[src/rtl/branch_resolve_unit_pkg.sv]
// Shared branch-op encodings, 2-bit predictor counter constants and the counter update helper.
package branch_resolve_unit_pkg;

  typedef enum logic [2:0] {
    OpBeq  = 3'b000,
    OpBne  = 3'b001,
    OpBlt  = 3'b100,
    OpBge  = 3'b101,
    OpBltu = 3'b110,
    OpBgeu = 3'b111
  } branch_op_e;

  localparam logic [1:0] CntReset = 2'b01;  // weakly not-taken
  localparam logic [1:0] CntMax   = 2'b11;
  localparam logic [1:0] CntMin   = 2'b00;

  function automatic logic [1:0] cnt_next(input logic [1:0] cnt, input logic taken);
    logic [1:0] nxt;
    nxt = cnt;
    if (taken && cnt != CntMax) begin
      nxt = cnt + 2'd1;
    end else if (!taken && cnt != CntMin) begin
      nxt = cnt - 2'd1;
    end
    return nxt;
  endfunction

endpackage

[src/rtl/branch_resolve_unit_if.sv]
// Request/result bus of the branch resolve unit; master drives requests and consumes results.
interface branch_resolve_unit_if #(
  parameter int unsigned XLEN = 32
) ();

  logic            in_valid;
  logic            in_ready;
  logic [2:0]      branch_op;
  logic [XLEN-1:0] rs1;
  logic [XLEN-1:0] rs2;
  logic [XLEN-1:0] pc;
  logic [XLEN-1:0] imm;
  logic            pred_taken;
  logic            out_valid;
  logic            out_ready;
  logic            out_taken;
  logic [XLEN-1:0] out_target;
  logic [XLEN-1:0] out_redirect_pc;
  logic            out_mispredict;
  logic            out_illegal;

  modport master (
    output in_valid, branch_op, rs1, rs2, pc, imm, pred_taken, out_ready,
    input  in_ready, out_valid, out_taken, out_target, out_redirect_pc, out_mispredict,
           out_illegal
  );

  modport slave (
    input  in_valid, branch_op, rs1, rs2, pc, imm, pred_taken, out_ready,
    output in_ready, out_valid, out_taken, out_target, out_redirect_pc, out_mispredict,
           out_illegal
  );

endinterface

[src/rtl/branch_resolve_unit_branch_cmp.sv]
// Combinational RV conditional-branch comparator; funct3 010/011 are reported illegal, not taken.
module branch_cmp
  import branch_resolve_unit_pkg::*;
#(
  parameter int unsigned XLEN = 32
) (
  input  logic [2:0]      branch_op,
  input  logic [XLEN-1:0] rs1,
  input  logic [XLEN-1:0] rs2,
  output logic            taken,
  output logic            illegal
);

  logic eq, lt, ltu;

  assign eq  = (rs1 == rs2);
  assign lt  = ($signed(rs1) < $signed(rs2));
  assign ltu = (rs1 < rs2);

  always_comb begin
    taken   = 1'b0;
    illegal = 1'b0;
    case (branch_op)
      OpBeq:   taken = eq;
      OpBne:   taken = !eq;
      OpBlt:   taken = lt;
      OpBge:   taken = !lt;
      OpBltu:  taken = ltu;
      OpBgeu:  taken = !ltu;
      default: illegal = 1'b1;
    endcase
  end

endmodule

[src/rtl/branch_resolve_unit.sv]
// Pipelined branch resolver with a 2-bit counter BHT; define BRU_PERF_CNT_EN to add
// saturating branch/mispredict performance counters.
module branch_resolve_unit
  import branch_resolve_unit_pkg::*;
#(
  parameter int unsigned XLEN      = 32,
  parameter int unsigned BHT_DEPTH = 64,
  parameter int unsigned BHT_IDX_W = $clog2(BHT_DEPTH)
) (
  input  logic                   clk,
  input  logic                   reset,
  input  logic                   flush,
  branch_resolve_unit_if.slave   bus,
  input  logic [XLEN-1:0]        lookup_pc,
  output logic                   lookup_taken
`ifdef BRU_PERF_CNT_EN
  ,
  output logic [31:0]            perf_branches,
  output logic [31:0]            perf_mispredicts
`endif
);

  logic            taken, illegal, accept, valid_d;
  logic [XLEN-1:0] target, seq_pc;
  logic [BHT_IDX_W-1:0] lookup_idx, upd_idx;

  logic            valid_q, taken_q, mis_q, illegal_q;
  logic [XLEN-1:0] target_q, redirect_q;
  logic [1:0]      bht_q [BHT_DEPTH];

  branch_cmp #(
    .XLEN(XLEN)
  ) u_cmp (
    .branch_op(bus.branch_op),
    .rs1      (bus.rs1),
    .rs2      (bus.rs2),
    .taken    (taken),
    .illegal  (illegal)
  );

  assign target       = bus.pc + bus.imm;
  assign seq_pc       = bus.pc + XLEN'(4);
  assign bus.in_ready = !valid_q || bus.out_ready;
  assign accept       = bus.in_valid && bus.in_ready && !flush;

  // Index is PC word address modulo table depth, same for lookup and training.
  assign lookup_idx   = BHT_IDX_W'(lookup_pc >> 2);
  assign upd_idx      = BHT_IDX_W'(bus.pc >> 2);
  assign lookup_taken = bht_q[lookup_idx][1];

  always_comb begin
    valid_d = valid_q;
    if (flush) begin
      valid_d = 1'b0;
    end else if (accept) begin
      valid_d = 1'b1;
    end else if (bus.out_ready) begin
      valid_d = 1'b0;
    end
  end

  always_ff @(posedge clk) begin
    if (reset) begin
      valid_q    <= 1'b0;
      taken_q    <= 1'b0;
      mis_q      <= 1'b0;
      illegal_q  <= 1'b0;
      target_q   <= '0;
      redirect_q <= '0;
    end else begin
      valid_q <= valid_d;
      if (accept) begin
        taken_q    <= taken;
        mis_q      <= taken ^ bus.pred_taken;
        illegal_q  <= illegal;
        target_q   <= target;
        redirect_q <= taken ? target : seq_pc;
      end
    end
  end

  always_ff @(posedge clk) begin
    if (reset) begin
      for (int i = 0; i < BHT_DEPTH; i++) begin
        bht_q[i] <= CntReset;
      end
    end else if (accept && !illegal) begin
      bht_q[upd_idx] <= cnt_next(bht_q[upd_idx], taken);
    end
  end

  assign bus.out_valid       = valid_q;
  assign bus.out_taken       = taken_q;
  assign bus.out_target      = target_q;
  assign bus.out_redirect_pc = redirect_q;
  assign bus.out_mispredict  = mis_q;
  assign bus.out_illegal     = illegal_q;

`ifdef BRU_PERF_CNT_EN
  logic        retire;
  logic [31:0] perf_br_q, perf_mis_q;

  // Flush kills the handshake, so flushed results are never counted.
  assign retire = valid_q && bus.out_ready && !flush && !illegal_q;

  always_ff @(posedge clk) begin
    if (reset) begin
      perf_br_q  <= '0;
      perf_mis_q <= '0;
    end else if (retire) begin
      if (perf_br_q != '1) perf_br_q <= perf_br_q + 32'd1;
      if (mis_q && perf_mis_q != '1) perf_mis_q <= perf_mis_q + 32'd1;
    end
  end

  assign perf_branches    = perf_br_q;
  assign perf_mispredicts = perf_mis_q;
`endif

endmodule
[src/flat_wrapper.sv]
// flat-port wrapper written by rule: the top's interface ports become plain ports
module branch_resolve_unit_flat import branch_resolve_unit_pkg::*;
#(
  parameter int unsigned XLEN      = 32,
  parameter int unsigned BHT_DEPTH = 64,
  parameter int unsigned BHT_IDX_W = $clog2(BHT_DEPTH)
)
  (clk, reset, flush, lookup_pc, lookup_taken, bus_in_valid, bus_branch_op, bus_rs1, bus_rs2, bus_pc, bus_imm, bus_pred_taken, bus_out_ready, bus_in_ready, bus_out_valid, bus_out_taken, bus_out_target, bus_out_redirect_pc, bus_out_mispredict, bus_out_illegal);
  branch_resolve_unit_if #(.XLEN(XLEN)) bus_i ();
  input  logic clk;
  input  logic reset;
  input  logic flush;
  input  logic [XLEN-1:0] lookup_pc;
  output logic lookup_taken;
  input wire logic [$bits(bus_i.in_valid)-1:0] bus_in_valid;
  input wire logic [$bits(bus_i.branch_op)-1:0] bus_branch_op;
  input wire logic [$bits(bus_i.rs1)-1:0] bus_rs1;
  input wire logic [$bits(bus_i.rs2)-1:0] bus_rs2;
  input wire logic [$bits(bus_i.pc)-1:0] bus_pc;
  input wire logic [$bits(bus_i.imm)-1:0] bus_imm;
  input wire logic [$bits(bus_i.pred_taken)-1:0] bus_pred_taken;
  input wire logic [$bits(bus_i.out_ready)-1:0] bus_out_ready;
  output wire logic [$bits(bus_i.in_ready)-1:0] bus_in_ready;
  output wire logic [$bits(bus_i.out_valid)-1:0] bus_out_valid;
  output wire logic [$bits(bus_i.out_taken)-1:0] bus_out_taken;
  output wire logic [$bits(bus_i.out_target)-1:0] bus_out_target;
  output wire logic [$bits(bus_i.out_redirect_pc)-1:0] bus_out_redirect_pc;
  output wire logic [$bits(bus_i.out_mispredict)-1:0] bus_out_mispredict;
  output wire logic [$bits(bus_i.out_illegal)-1:0] bus_out_illegal;
  assign bus_i.in_valid = bus_in_valid;
  assign bus_i.branch_op = bus_branch_op;
  assign bus_i.rs1 = bus_rs1;
  assign bus_i.rs2 = bus_rs2;
  assign bus_i.pc = bus_pc;
  assign bus_i.imm = bus_imm;
  assign bus_i.pred_taken = bus_pred_taken;
  assign bus_i.out_ready = bus_out_ready;
  assign bus_in_ready = bus_i.in_ready;
  assign bus_out_valid = bus_i.out_valid;
  assign bus_out_taken = bus_i.out_taken;
  assign bus_out_target = bus_i.out_target;
  assign bus_out_redirect_pc = bus_i.out_redirect_pc;
  assign bus_out_mispredict = bus_i.out_mispredict;
  assign bus_out_illegal = bus_i.out_illegal;
  branch_resolve_unit #(.XLEN(XLEN), .BHT_DEPTH(BHT_DEPTH), .BHT_IDX_W(BHT_IDX_W)) u_core (.clk(clk), .reset(reset), .flush(flush), .bus(bus_i), .lookup_pc(lookup_pc), .lookup_taken(lookup_taken));
endmodule
[config.mk]
export PLATFORM = sky130hd
export DESIGN_NAME = branch_resolve_unit_flat
export DESIGN_NICKNAME = d
export VERILOG_FILES = /design/src/rtl/branch_resolve_unit_pkg.sv /design/src/rtl/branch_resolve_unit_if.sv /design/src/rtl/branch_resolve_unit_branch_cmp.sv /design/src/rtl/branch_resolve_unit.sv /design/src/flat_wrapper.sv
export SDC_FILE = /design/constraint.sdc
export NUM_CORES = 1
export LEC_CHECK = 0
export CAP_MARGIN = 20
export CORE_MARGIN = 2
export CORE_UTILIZATION = 47
export DETAILED_ROUTE_END_ITERATION = 16
export PLACE_DENSITY = 0.78
export SYNTH_ARGS = -nofsm -noshare
export SYNTH_HDL_FRONTEND = slang
export SYNTH_SLANG_ARGS = --single-unit
export TNS_END_PERCENT = 20
[constraint.sdc]
create_clock -name clk -period 4.5 [get_ports clk]
set_input_delay 1.125 -clock clk [delete_from_list [all_inputs] [get_ports clk]]
set_output_delay 1.125 -clock clk [all_outputs]
set_load 0.02 [all_outputs]
==> results of run 1 <==
==> cell usage in the layout, fill, tap and decap left out, drive strengths merged, types with 13 or more instances in the layout <==
cell | synthesis | layout
a211oi | 13 | 13
xnor2 | 39 | 39
a21o | 26 | 26
nand2 | 168 | 168
inv | 47 | 55
buf | 36 | 94
dfxtp | 68 | 68
a22oi | 13 | 13
ha | 66 | 66
clkbuf | 59 | 17
o211ai | 19 | 19
nor3 | 53 | 53
nor2b | 16 | 16
o21ai | 81 | 81
clkdlybuf4s50 | 0 | 206
edfxtp | 128 | 128
a21oi | 92 | 92
nor2 | 116 | 116
mux4 | 33 | 33
mux2i | 19 | 19
xor2 | 23 | 23
nand3 | 80 | 80
==> worst paths after layout <==
path / from / end / slack (ns) / cells after the start
max: lookup_pc[2] / lookup_taken / 0.07 / 6
min: u_core.bus.out_target[3] / u_core.bus.out_target[3] / 0.45 / 2
max reg2reg: u_core.bht_q[7][0] / u_core.bht_q[63][0] / 1.22 / 11
min reg2reg: u_core.bus.out_target[3] / u_core.bus.out_target[3] / 0.45 / 2
==> critical path: cells and delay by family <==
kind                   cells  cell delay, ns
multiplexers               3            1.46
buffers and inverters      3            0.72
==> layout make-up <==
cell class / count / share of cell area
timing repair buffer: 302 / 0.182
inverter: 48 / 0.0112
sequential: 196 / 0.323
tap: 335 / 0.0260
clock inverter: 15 / 0.0127
multi-input combinational: 1002 / 0.418
clock buffer: 17 / 0.0264
==> cell families after synthesis <==
family | count (synthesis)
AO/OA/AOI/OAI | 306
flip-flops | 196
buffers and inverters | 143
multiplexers | 64
XOR/XNOR | 62
AND/OR/NAND/NOR | 503
adder cells (fa/ha/maj) | 67
==> routing by layer <==
layer	vias up	track usage
li1	5333	-
met1	5466	0.338
met2	585	0.454
met3	110	0.0823
met4	6	0.115
met5	-	0
==> what timing repair did <==
| action | CTS | global route |
|---|---|---|
| hold endpoints to repair | 0 | 0 |
| gates resized for setup | 7 | 0 |
| hold buffers | 0 | 0 |
| endpoints found under the setup margin | 1 | 0 |
==> state kept, by name, indices dropped and copies added (netlist names) <==
register                    count
u_core.bus.out_valid            1
u_core.bus.out_redirect_pc     32
u_core.bus.out_illegal          1
u_core.bht_q                  128
u_core.bus.out_taken            1
u_core.bus.out_mispredict       1
u_core.bus.out_target          32
==> power breakdown <==
group	internal, W	switching [W]	leakage, nW	total (W)
clock network	0.000858	0.000784	0.309	0.00164
logic	0.000602	0.000761	3.92	0.00136
registers	0.00198	0.0000435	1.71	0.00203
==> metrics by stage <==
step / area [um2] / hold slack (ns) / utilization / power [W]
after global placement: 15400 / 0.439 / 0.591 / 0.00338
after global routing: 16100 / 0.474 / 0.616 / 0.00521
after detailed placement: 15400 / 0.446 / 0.591 / 0.00341
after floorplan: 12600 / 0.530 / - / 0.00287
final: 16100 / 0.454 / 0.616 / 0.00503
after CTS: 16100 / 0.459 / 0.616 / 0.00502
==> results.sh, run 1 <==
export IMPL_final_cells=1915
export IMPL_dr_wl_met2_mm=18.7
export IMPL_outcome="complete, but fails checks"
export IMPL_routed_wl_mm=39.1
export IMPL_synth_area_um2=12600
export IMPL_synth_compound_area_frac=0.153
export IMPL_diodes=0
export IMPL_top_layer_used="met5"
export IMPL_synth_xor_area_share=0.0447
export IMPL_crit_path_top_delay_cell="mux4_2"
export IMPL_io_buffers=212
export IMPL_synth_top_area_frac=0.306
export IMPL_ys_seq_area_frac=0.414
export IMPL_synthTopCellsByCount="nand2_1 (168), edfxtp_1 (128), nor2_1 (116)"
export IMPL_antenna_found_initial=4
export IMPL_clock_fmax_mhz=226
export IMPL_crit_arrival_ns=3.30
export IMPL_finalSetupViolations=0
export IMPL_min_period_over_period=0.984
export IMPL_area_delta_synth_final_pct=28.1
export IMPL_power_leakage_nw=5.94
export IMPL_dp_cells=1882
export IMPL_grt_pass1_wl_mm=60.6
export IMPL_slew_violations=0
export IMPL_cp_end_kind="primary output"
export IMPL_fp_dieH_um=168
export IMPL_finalHoldViolCount=0
export IMPL_first_iter_violations=1132
export IMPL_multi_input_area_um2=6740
export IMPL_grt_max_degree=75
export IMPL_die_area_um2=28100
export IMPL_drtAntennaViolNets=0
export IMPL_worstSetupStartpointType="input pin"
export IMPL_tns_ns=0
export IMPL_synth_top_family_by_area="simple AND/OR/NAND/NOR gates"
export IMPL_muxShareOfSynthArea=0.0850
export IMPL_rsz0062_at_grt="false"
export IMPL_yosysMostFrequentCell="nand2_1"
export IMPL_setup_slack_ns=0.0720
export IMPL_cts_sinks=196
export IMPL_ir_worst_vdd_mv=0.249
export IMPL_period_needed_ns=4.43
export IMPL_path_clk_slew_ns=0.07
export IMPL_ys_async_sr_fraction=0
export IMPL_grt_pass1_vias=11356
export IMPL_pre_cts_slack_ns=-0.521
export IMPL_synthSimpleGateAreaFrac=0.184
export IMPL_vias=11500
export IMPL_synthDistinctLibCells=70
export IMPL_violations="design-rule violations"
export IMPL_synth_enable_flop_cells=128
export IMPL_via_per_inst=6.01
export IMPL_powerDensity_nw_per_um2=313
export IMPL_cts_buffers=17
export IMPL_tightest_slew_ns=0.860
export IMPL_yosysWarnings=0
export IMPL_crit_top_cell="mux4_2"
export IMPL_post_cts_buffers=0
export IMPL_root_buffer="clkbuf_16"
export IMPL_clock_skew_ns=0.0180
export IMPL_place_congestion=0.950
export IMPL_nets=1803
export IMPL_synth_cells=1341
export IMPL_syn_num_nets=1577
export IMPL_cts_path_max_buffers=2
export IMPL_cts_tree="yes"
export IMPL_max_stage_delay_ns=0.53
export IMPL_ys_flop_type="edfxtp_1"
export IMPL_dp_hpwl_mm=29.0
export IMPL_crit_chain="clkdlybuf4s15_2, bufbuf_16, mux4_2, mux4_2, mux4_2, buf_2"
export IMPL_clk_latency_ns=0.45
export IMPL_path_max_fanout=8
export IMPL_layout_drive_gt1_share=0.121
export IMPL_io_pin_count=239
export IMPL_dr_wl_met3_mm=3.97
export IMPL_h_tree_depth=4
export IMPL_synth_area_per_cell_um2=9.37
export IMPL_synth_top_cell_by_area="edfxtp_1"
export IMPL_cap_violations=0
export IMPL_start_util=0.481
export IMPL_crit_required_ns=3.38
export IMPL_overflow=0
export IMPL_maxSlewHeadroom=0.424
export IMPL_synth_seq_cells=196
export IMPL_wl_per_cell_um=20.4
export IMPL_die_w_um=168
export IMPL_ys_top_cells_by_area="edfxtp_1 (31%), dfxtp_1 (11%), ha_1 (6.6%)"
export IMPL_nFillCells=2183
export IMPL_crit_type="input pin to primary output"
export IMPL_yosys_area_share_adder=0.0673
export IMPL_hp_class="flip-flop to flip-flop"
export IMPL_rows=59
export IMPL_first_pass_iters=11
export IMPL_met1Wirelength_mm=14.9
export IMPL_core_um2=26100
export IMPL_drcViolationCount=1
export IMPL_regArea_um2=5200
export IMPL_grtUsageTotal=0.276
Power figures use the tool's default switching activity.
==> run 2: changes to the inputs <==
SKIP_CTS_REPAIR_TIMING = 1   (was not set)
==> run 2 against run 1 <==
Effect of this change: the run still ends with design-rule violations left; flip-flop and latch count did not move; critical endpoint unchanged; largest cell class unchanged; final area barely moved; core utilization barely moved; cell count did not move; worst hold slack barely moved; highest routed layer unchanged.
==> results.sh, run 2 (synthesized netlist as in run 1, its figures left out) <==
export IMPL_path_clk_slew_ns=0.07
export IMPL_area_delta_synth_final_pct=28.1
export IMPL_vias=11516
export IMPL_grt_max_degree=75
export IMPL_largest_reg_flops=128
export IMPL_final_cells=1915
export IMPL_switching_share=0.315
export IMPL_antenna_found_initial=4
export IMPL_maxSlewHeadroom=0.418
export IMPL_rsz0062_at_grt="false"
export IMPL_diodes=0
export IMPL_root_buffer="clkbuf_16"
export IMPL_fp_dieH_um=168
export IMPL_finalSetupViolations=0
export IMPL_layout_drive_gt1_share=0.120
export IMPL_via_per_inst=6.01
export IMPL_crit_chain="clkdlybuf4s50_1, buf_12, mux4_2, mux4_2, mux4_2, dlymetal6s2s_1"
export IMPL_dp_cells=1882
export IMPL_crit_type="input pin to primary output"
export IMPL_crit_arrival_ns=3.33
export IMPL_cts_buffers=17
export IMPL_critPathBufInv=3
export IMPL_clock_fmax_mhz=225
export IMPL_pwr_share_seq=0.403
export IMPL_h_tree_depth=4
export IMPL_grt_pass1_wl_mm=60.5
export IMPL_tightest_slew_ns=0.869
export IMPL_max_stage_delay_ns=0.51
export IMPL_ir_worst_vdd_mv=0.252
export IMPL_rows=59
export IMPL_place_congestion=0.950
export IMPL_core_um2=26100
export IMPL_crit_path_top_delay_cell="clkdlybuf4s50_1"
export IMPL_crit_top_cell="mux4_2"
export IMPL_io_pin_count=239
export IMPL_finalHoldViolCount=0
export IMPL_finalPower_w=0.00503
export IMPL_power_switching_w=0.00159
export IMPL_start_util=0.481
export IMPL_clockPowerShare=0.326
export IMPL_path_max_fanout=16
export IMPL_drcViolationCount=1
export IMPL_first_pass_iters=12
export IMPL_largest_register="u_core.bht_q"
export IMPL_clk_latency_ns=0.45
export IMPL_pre_cts_slack_ns=-0.521
export IMPL_worstSetupStartpointType="input pin"
export IMPL_hp_class="flip-flop to flip-flop"
export IMPL_crit_required_ns=3.38
export IMPL_intPower_w=0.00344
export IMPL_grt_pass1_vias=11352
export IMPL_cts_path_max_buffers=2
export IMPL_grtUsageTotal=0.275
export IMPL_r2r_slack_ns=1.23
export IMPL_die_area_um2=28100
export IMPL_wl_per_cell_um=20.4
export IMPL_die_w_um=168
export IMPL_setup_slack_ns=0.0491
export IMPL_nets=1803
export IMPL_routed_wl_mm=39.1
export IMPL_tns_ns=0
export IMPL_min_period_over_period=0.989
export IMPL_slew_violations=0
export IMPL_outcome="complete, but fails checks"
export IMPL_drtAntennaViolNets=0
export IMPL_violations="design-rule violations"
export IMPL_io_buffers=212
export IMPL_dp_hpwl_mm=29.0
export IMPL_first_iter_violations=1112
export IMPL_overflow=0
export IMPL_final_common_cell="clkdlybuf4s50_1"
export IMPL_mostFrequentLayoutCells="clkdlybuf4s50_1 (206), nand2_1 (168), edfxtp_1 (128), nor2_1 (116), a21oi_1 (92)"
export IMPL_period_needed_ns=4.45
export IMPL_crit_family="multiplexers"
export IMPL_clock_skew_ns=0.0182
export IMPL_cp_end_kind="primary output"
export IMPL_cap_violations=0
export IMPL_powerDensity_nw_per_um2=312
export IMPL_cts_sinks=196
export IMPL_power_leakage_nw=5.95
export IMPL_p_comb_frac=0.271
export IMPL_cts_tree="yes"
## run 2: cell count changes in the layout (fill, tap and decap cells not counted), sizes merged
cell	previous run	this run
dlymetal6s2s	0	2
buf	94	93
bufbuf	1	0
clkbuf	17	18
clkdlybuf4s15	1	0
## run 2: final timing paths
path                                          startpoint  cells past startpoint                        to
worst max-delay path                        lookup_pc[3]                      6              lookup_taken
worst max register to register        u_core.bht_q[7][0]                     11       u_core.bht_q[58][0]
worst min-delay path            u_core.bus.out_target[3]                      2  u_core.bus.out_target[3]
worst min register to register  u_core.bus.out_target[3]                      2  u_core.bus.out_target[3]
## run 2: stage by stage
stage	util	cell area, um2	hold WS (ns)
after floorplan	-	12600	0.530
after global placement	0.591	15400	0.439
after detailed placement	0.591	15400	0.446
after CTS	0.615	16100	0.459
after global routing	0.616	16100	0.474
final	0.616	16100	0.454
## run 2: layout make-up
cell class                      instances  area, um2
Fill cell                            2184      10000
Multi-Input combinational cell       1002       6740
Timing Repair Buffer                  302       2930
Inverter                               48        180
Sequential cell                       196       5200
Tap cell                              335        419
Clock inverter                         15        205
Clock buffer                           17        425
## run 2: power groups by stage
stage,sequential (W),clock (W),combinational [W]
after detailed placement,0.00206,0,0.00134
after global routing,0.00203,0.00171,0.00147
final,0.00203,0.00164,0.00137
after global placement,0.00206,0,0.00132
after floorplan,0.00211,0,0.000762
after CTS,0.00202,0.00164,0.00135
## run 2: worst min-delay path, cell delays in order (launching register included)
cell	delay [ns]
dfxtp_1	0.31
nand2_1	0.05
a21oi_1	0.05
## run 2: per-layer routing
layer  track usage  vias to the layer above  wire, um  part of all wire
li1              -                     5339         -                 -
met1         0.338                     5423     14700              0.38
met2         0.453                      623     18700              0.48
met3        0.0811                      125      4230              0.11
met4         0.116                        6      1530             0.039
met5             0                        -        39            0.0010
==> run 3: changes to the inputs <==
ABC_AREA = 1   (was not set)
CORE_UTILIZATION = 45   (was 47)
PLACE_DENSITY = 0.74   (was 0.78)
==> run 3 against run 2 <==
Effect of this change: global-route usage increased by 0.91 points; the run now ends clean; via count increased by 18%; critical path type unchanged; sequential share of layout area decreased by 2.1 points; synthesized area increased by 10%.
==> results.sh, run 3 <==
export IMPL_die_area_um2=32200
export IMPL_place_congestion=0.948
export IMPL_ys_seq_area_frac=0.375
export IMPL_yosysMostFrequentCell="nand2_1"
export IMPL_syn_num_nets=2075
export IMPL_min_period_over_period=0.952
export IMPL_grt_max_degree=93
export IMPL_r2r_start="u_core.bht_q[6][1]"
export IMPL_final_cells=2469
export IMPL_io_pin_count=239
export IMPL_h_tree_depth=4
export IMPL_first_iter_violations=1357
export IMPL_cts_tree="yes"
export IMPL_nets=2294
export IMPL_routed_wl_mm=46.5
export IMPL_hp_class="flip-flop to flip-flop"
export IMPL_slew_violations=0
export IMPL_path_max_fanout=11
export IMPL_synth_enable_flop_cells=128
export IMPL_tightest_slew_ns=1.03
export IMPL_rr_worst_depth=12
export IMPL_finalHoldViolCount=0
export IMPL_path_clk_slew_ns=0.08
export IMPL_muxShareOfSynthArea=0
export IMPL_grt_pass1_wl_mm=72.4
export IMPL_drcViolationCount=0
export IMPL_maxSlewHeadroom=0.313
export IMPL_antenna_found_initial=2
export IMPL_dp_hpwl_mm=34.7
export IMPL_synth_area_um2=13900
export IMPL_ys_async_sr_fraction=0
export IMPL_io_buffers=212
export IMPL_synth_compound_area_frac=0.166
export IMPL_clock_skew_ns=0.0134
export IMPL_period_needed_ns=4.29
export IMPL_crit_arrival_ns=3.16
export IMPL_worstSetupStartpointType="input pin"
export IMPL_clock_fmax_mhz=233
export IMPL_ys_top_cells_by_area="edfxtp_1 (28%), nand2_1 (10%), dfxtp_1 (9.8%)"
export IMPL_cts_buffers=17
export IMPL_largest_reg_flops=128
export IMPL_min_from="u_core.bus.out_redirect_pc[21]"
export IMPL_core_um2=30500
export IMPL_finalSetupViolations=0
export IMPL_grtUsageTotal=0.284
export IMPL_yosysWarnings=0
export IMPL_powerDensity_nw_per_um2=301
export IMPL_grt_pass1_vias=13112
export IMPL_synth_area_per_cell_um2=7.54
export IMPL_hold_depth=2
export IMPL_startpoint="lookup_pc[2]"
export IMPL_drtAntennaViolNets=0
export IMPL_synthTopCellsByCount="nand2_1 (383), inv_1 (263), nor2_1 (229)"
export IMPL_synth_top_area_frac=0.277
export IMPL_rows=64
export IMPL_cap_violations=0
export IMPL_crit_type="input pin to primary output"
export IMPL_power_leakage_nw=7.03
export IMPL_synth_cells=1839
export IMPL_wl_per_cell_um=18.8
export IMPL_ys_flop_type="edfxtp_1"
export IMPL_worst_hold_slack_ns=0.473
export IMPL_synth_top_cell_by_area="edfxtp_1"
export IMPL_start_util=0.455
export IMPL_ir_worst_vdd_mv=0.260
export IMPL_root_buffer="clkbuf_16"
export IMPL_via_per_inst=5.52
export IMPL_final_common_cell="nand2_1"
export IMPL_yosys_area_share_adder=0.0610
export IMPL_synth_xor_area_share=0.0316
export IMPL_area_delta_synth_final_pct=24.0
export IMPL_dp_cells=2435
export IMPL_outcome="complete, no violations"
export IMPL_die_w_um=180
export IMPL_finalPower_w=0.00518
export IMPL_clk_latency_ns=0.45
export IMPL_first_pass_iters=8
export IMPL_rsz0062_at_grt="false"
export IMPL_synth_seq_cells=196
export IMPL_synthDistinctLibCells=59
export IMPL_synthSimpleGateAreaFrac=0.253
export IMPL_cts_path_max_buffers=2
export IMPL_fp_dieH_um=180
export IMPL_largest_register="u_core.bht_q"
export IMPL_nFillCells=2802
export IMPL_cts_sinks=196
export IMPL_overflow=0
export IMPL_layout_drive_gt1_share=0.0966
export IMPL_crit_required_ns=3.38
export IMPL_synth_top_family_by_area="simple AND/OR/NAND/NOR gates"
export IMPL_mostFrequentLayoutCells="nand2_1 (383), inv_1 (263), nor2_1 (229), clkdlybuf4s50_1 (210), edfxtp_1 (128)"
export IMPL_cp_end_kind="primary output"
export IMPL_vias=13637
[run 3: per-stage QoR]
step                 util  setup TNS [ns]  area (um2)  setup slack, ns
global route        0.564               0       17200           0.0194
floorplan               -               0       13900            0.514
detailed placement  0.544          -0.260       16600           -0.230
global placement    0.544          -0.228       16600           -0.228
finish              0.564               0       17200            0.215
CTS                 0.564          -0.245       17200           -0.245
[run 3: cells by family after synthesis]
kind of cell / Yosys count
AOI/OAI and AO/OA: 357
xor gates and xnor gates: 50
adders and majority gates: 67
DFF: 196
buffers and inverters: 353
and+or+nand+nor: 816
[run 3: critical path, cell delays in order]
cell and delay, ns:
clkdlybuf4s50_1 0.59, buf_4 0.21, buf_4 0.17, o21ai_0 0.11
a221oi_1 0.32, o32ai_1 0.15, o211ai_1 0.17, o21ai_0 0.13
buf_2 0.18
[run 3: routing by layer]
metal  global-route usage  routed length (um)
met1                0.372               19400
met2                0.460               21300
met3               0.0585                4150
met4                0.111                1600
met5                    0                   0
[run 3: final cells by class]
| class | instances | area [um2] | share of cell area |
|---|---|---|---|
| multi-input cells | 1290 | 7120 | 0.414 |
| flip-flops and latches | 196 | 5200 | 0.303 |
| repair buffers | 277 | 2740 | 0.159 |
| inverters | 276 | 1050 | 0.0609 |
| well taps | 396 | 495 | 0.0288 |
| clock buffers | 21 | 482 | 0.0280 |
| clock inverters | 11 | 113 | 0.00654 |
| diodes | 2 | 5.00 | 0.000291 |
[run 3: power by group]
group          leakage, nW  internal (W)  switching (W)  total, W
Combinational         4.98      0.000582       0.000963   0.00154
Clock                0.295      0.000841       0.000754   0.00159
Sequential            1.76       0.00199      0.0000491   0.00204
[run 3: worst paths after layout]
path	end	slack, ns
max	lookup_taken	0.21
min	u_core.bus.out_redirect_pc[21]	0.47
max reg2reg	u_core.bht_q[56][0]	1.74
min reg2reg	u_core.bus.out_redirect_pc[21]	0.47
==> patch (config.mk and constraints of run 2) <==
`BHT_DEPTH` is set to 64 in 2 places; all go to 128.
--- a/src/rtl/branch_resolve_unit.sv
+++ b/src/rtl/branch_resolve_unit.sv
@@ -4,7 +4,7 @@
   import branch_resolve_unit_pkg::*;
 #(
   parameter int unsigned XLEN      = 32,
-  parameter int unsigned BHT_DEPTH = 64,
+  parameter int unsigned BHT_DEPTH = 128,
   parameter int unsigned BHT_IDX_W = $clog2(BHT_DEPTH)
 ) (
   input  logic                   clk,
--- a/src/flat_wrapper.sv
+++ b/src/flat_wrapper.sv
@@ -2,7 +2,7 @@
 module branch_resolve_unit_flat import branch_resolve_unit_pkg::*;
 #(
   parameter int unsigned XLEN      = 32,
-  parameter int unsigned BHT_DEPTH = 64,
+  parameter int unsigned BHT_DEPTH = 128,
   parameter int unsigned BHT_IDX_W = $clog2(BHT_DEPTH)
 )
   (clk, reset, flush, lookup_pc, lookup_taken, bus_in_valid, bus_branch_op, bus_rs1, bus_rs2, bus_pc, bus_imm, bus_pred_taken, bus_out_ready, bus_in_ready, bus_out_valid, bus_out_taken, bus_out_target, bus_out_redirect_pc, bus_out_mispredict, bus_out_illegal);
Function: not settled (the Yosys comparison gave no result); the edit may change what the design does.
==> patch against run 2 <==
  * The run ends with negative setup slack left
  * First-iteration DRC count grew 100%
  * Final cell count grew 41%
  * Synthesized cell count grew 40%
  * Sequential cell count grew 128
  * Wire length grew 70%
  * Area after synthesis grew 58%
  * Global-route usage grew 2.2 points
  * Design area grew 54%
  * Clock power grew 93%
  * Total power grew 70%
  * Clock skew grew 0.0039 ns
  * Worst setup slack lost 0.091 ns
  * Largest cell class unchanged
==> patch: results (changes against run 2) <==
Outcome
  – Run status: complete, but fails checks
  – Violated checks: negative setup slack

STA
  – Worst Hold Slack: 0.453 ns (-0.00139 ns)
  – Slack of the critical path: -0.0418 ns (-0.0909 ns)
  – Worst slew margin: 0.289 (-0.130)
  – Final setup viols: 1 (+1)

Worst hold path
  – Hold Crit Start: u_core.bus.out_redirect_pc[4]$_SDFFE_PP0P_
  – Hold Path End: u_core.bus.out_redirect_pc[4]$_SDFFE_PP0P_

Cells and area
  – Nets@finish: 2,360 (+31%)
  – Fill count: 3,351 (+53%)

Placement
  – GP Congestion: 1.01 (+6.8%)
  – DP HPWL: 46,300 um (+60%)
  – Placed Cells: 2,620 (+39%)
  – # port buffers: 213 (+0.47%)

Yosys
  – Yosys cell types: 75 (+7.1%)
  – Number of flops mapped to enable cells by yosys: 256 (+100%)
  – Seq/Total Area, Yosys: 0.455 (+0.0404)
  – Synthesized Nets: 2,112 (+34%)
  – Top cells by count, synth: edfxtp_1, nand3_1, nand2_1
  – Cell count after synthesis: 1,876 (+40%)

Worst setup path
  – R2R cell count: 15 (+4)
  – Worst-path fanout max: 7 (-9)
  – Reg2Reg Launch Point: u_core.bht_q[15][0]$_SDFFCE_PN1P_
  – Reg-to-Reg End: u_core.bht_q[98][0]$_SDFFCE_PN1P_

Clocking
  – Maximum clock path buffer count: 3 (+1)
  – Clock buffer count from CTS: 38 (+21)

Drt
  – Post-DR vias/cell: 6.53 (+8.6%)

Global route
  – Global-route wire length before repair: 100,000 um (+66%)
  – Initial antenna violation count: 2 (-2)
## patch: power breakdown
| group | switching (mW) | internal (mW) | total [mW] | leakage, nW |
|---|---|---|---|---|
| logic | 1.18 | 0.831 | 2.01 | 5.57 |
| clock network | 1.27 | 1.89 | 3.17 | 0.607 |
| registers | 0.0588 | 3.32 | 3.38 | 2.86 |
## patch: cell type report
cell class / instances / area (um^2) / area share
clock inverters: 15 / 229 / 0.00925
multi-input cells: 1325 / 9860 / 0.399
diodes: 2 / 5.00 / 0.000202
clock buffers: 52 / 1020 / 0.0414
well taps: 539 / 674 / 0.0273
flip-flops and latches: 324 / 9050 / 0.366
inverters: 52 / 195 / 0.00789
repair buffers: 383 / 3700 / 0.150
## patch: critical path, stage by stage
cell and delay (ns):
buf_12 0.11, buf_12 0.14, mux4_2 0.50, mux4_2 0.53
mux4_2 0.54, mux2_4 0.31, buf_6 0.14
## patch: metrics by stage
step                      TNS [ns]  total power, mW   util  area [um^2]  setup WS (ns)
after floorplan                  0             4.65      -        19900         0.0501
after global placement      -26.52             5.34  0.559        23400         -0.748
after detailed placement    -47.87             5.38  0.559        23400         -0.760
after CTS                   -0.761             8.51  0.589        24600         -0.761
after global routing       -0.0449             8.80  0.591        24700        -0.0449
final                      -0.0418             8.55  0.591        24700        -0.0418
## patch: cells by family (layout without fill, tap and decap cells)
logic type               Yosys count  count (layout)  share of synthesized area
AND/OR/NAND/NOR                  625             625                      0.160
other                              0               2                          0
AO/OA/AOI/OAI                    449             449                      0.156
multiplexers                     121             121                      0.104
adder cells (fa/ha/maj)           67              67                     0.0425
buffers and inverters            227             502                     0.0546
XOR/XNOR                          63              63                     0.0277
flip-flops                       324             324                      0.455
## patch: worst max path at each step
| stage | end | cells past startpoint | startpoint |
|---|---|---|---|
| after floorplan | lookup_taken | 6 | lookup_pc[2] |
| after global placement | lookup_taken | 7 | lookup_pc[3] |
| after detailed placement | lookup_taken | 7 | lookup_pc[3] |
| after CTS | lookup_taken | 7 | lookup_pc[3] |
| after global routing | lookup_taken | 7 | lookup_pc[2] |
| final | lookup_taken | 7 | lookup_pc[2] |
## patch: routing by layer
| metal | up-vias | track usage | wire [um] |
|---|---|---|---|
| li1 | 7600 | - | - |
| met1 | 8412 | 0.368 | 23900 |
| met2 | 1307 | 0.485 | 31200 |
| met3 | 253 | 0.0774 | 8000 |
| met4 | 2 | 0.144 | 3480 |
| met5 | - | 0 | 17 |
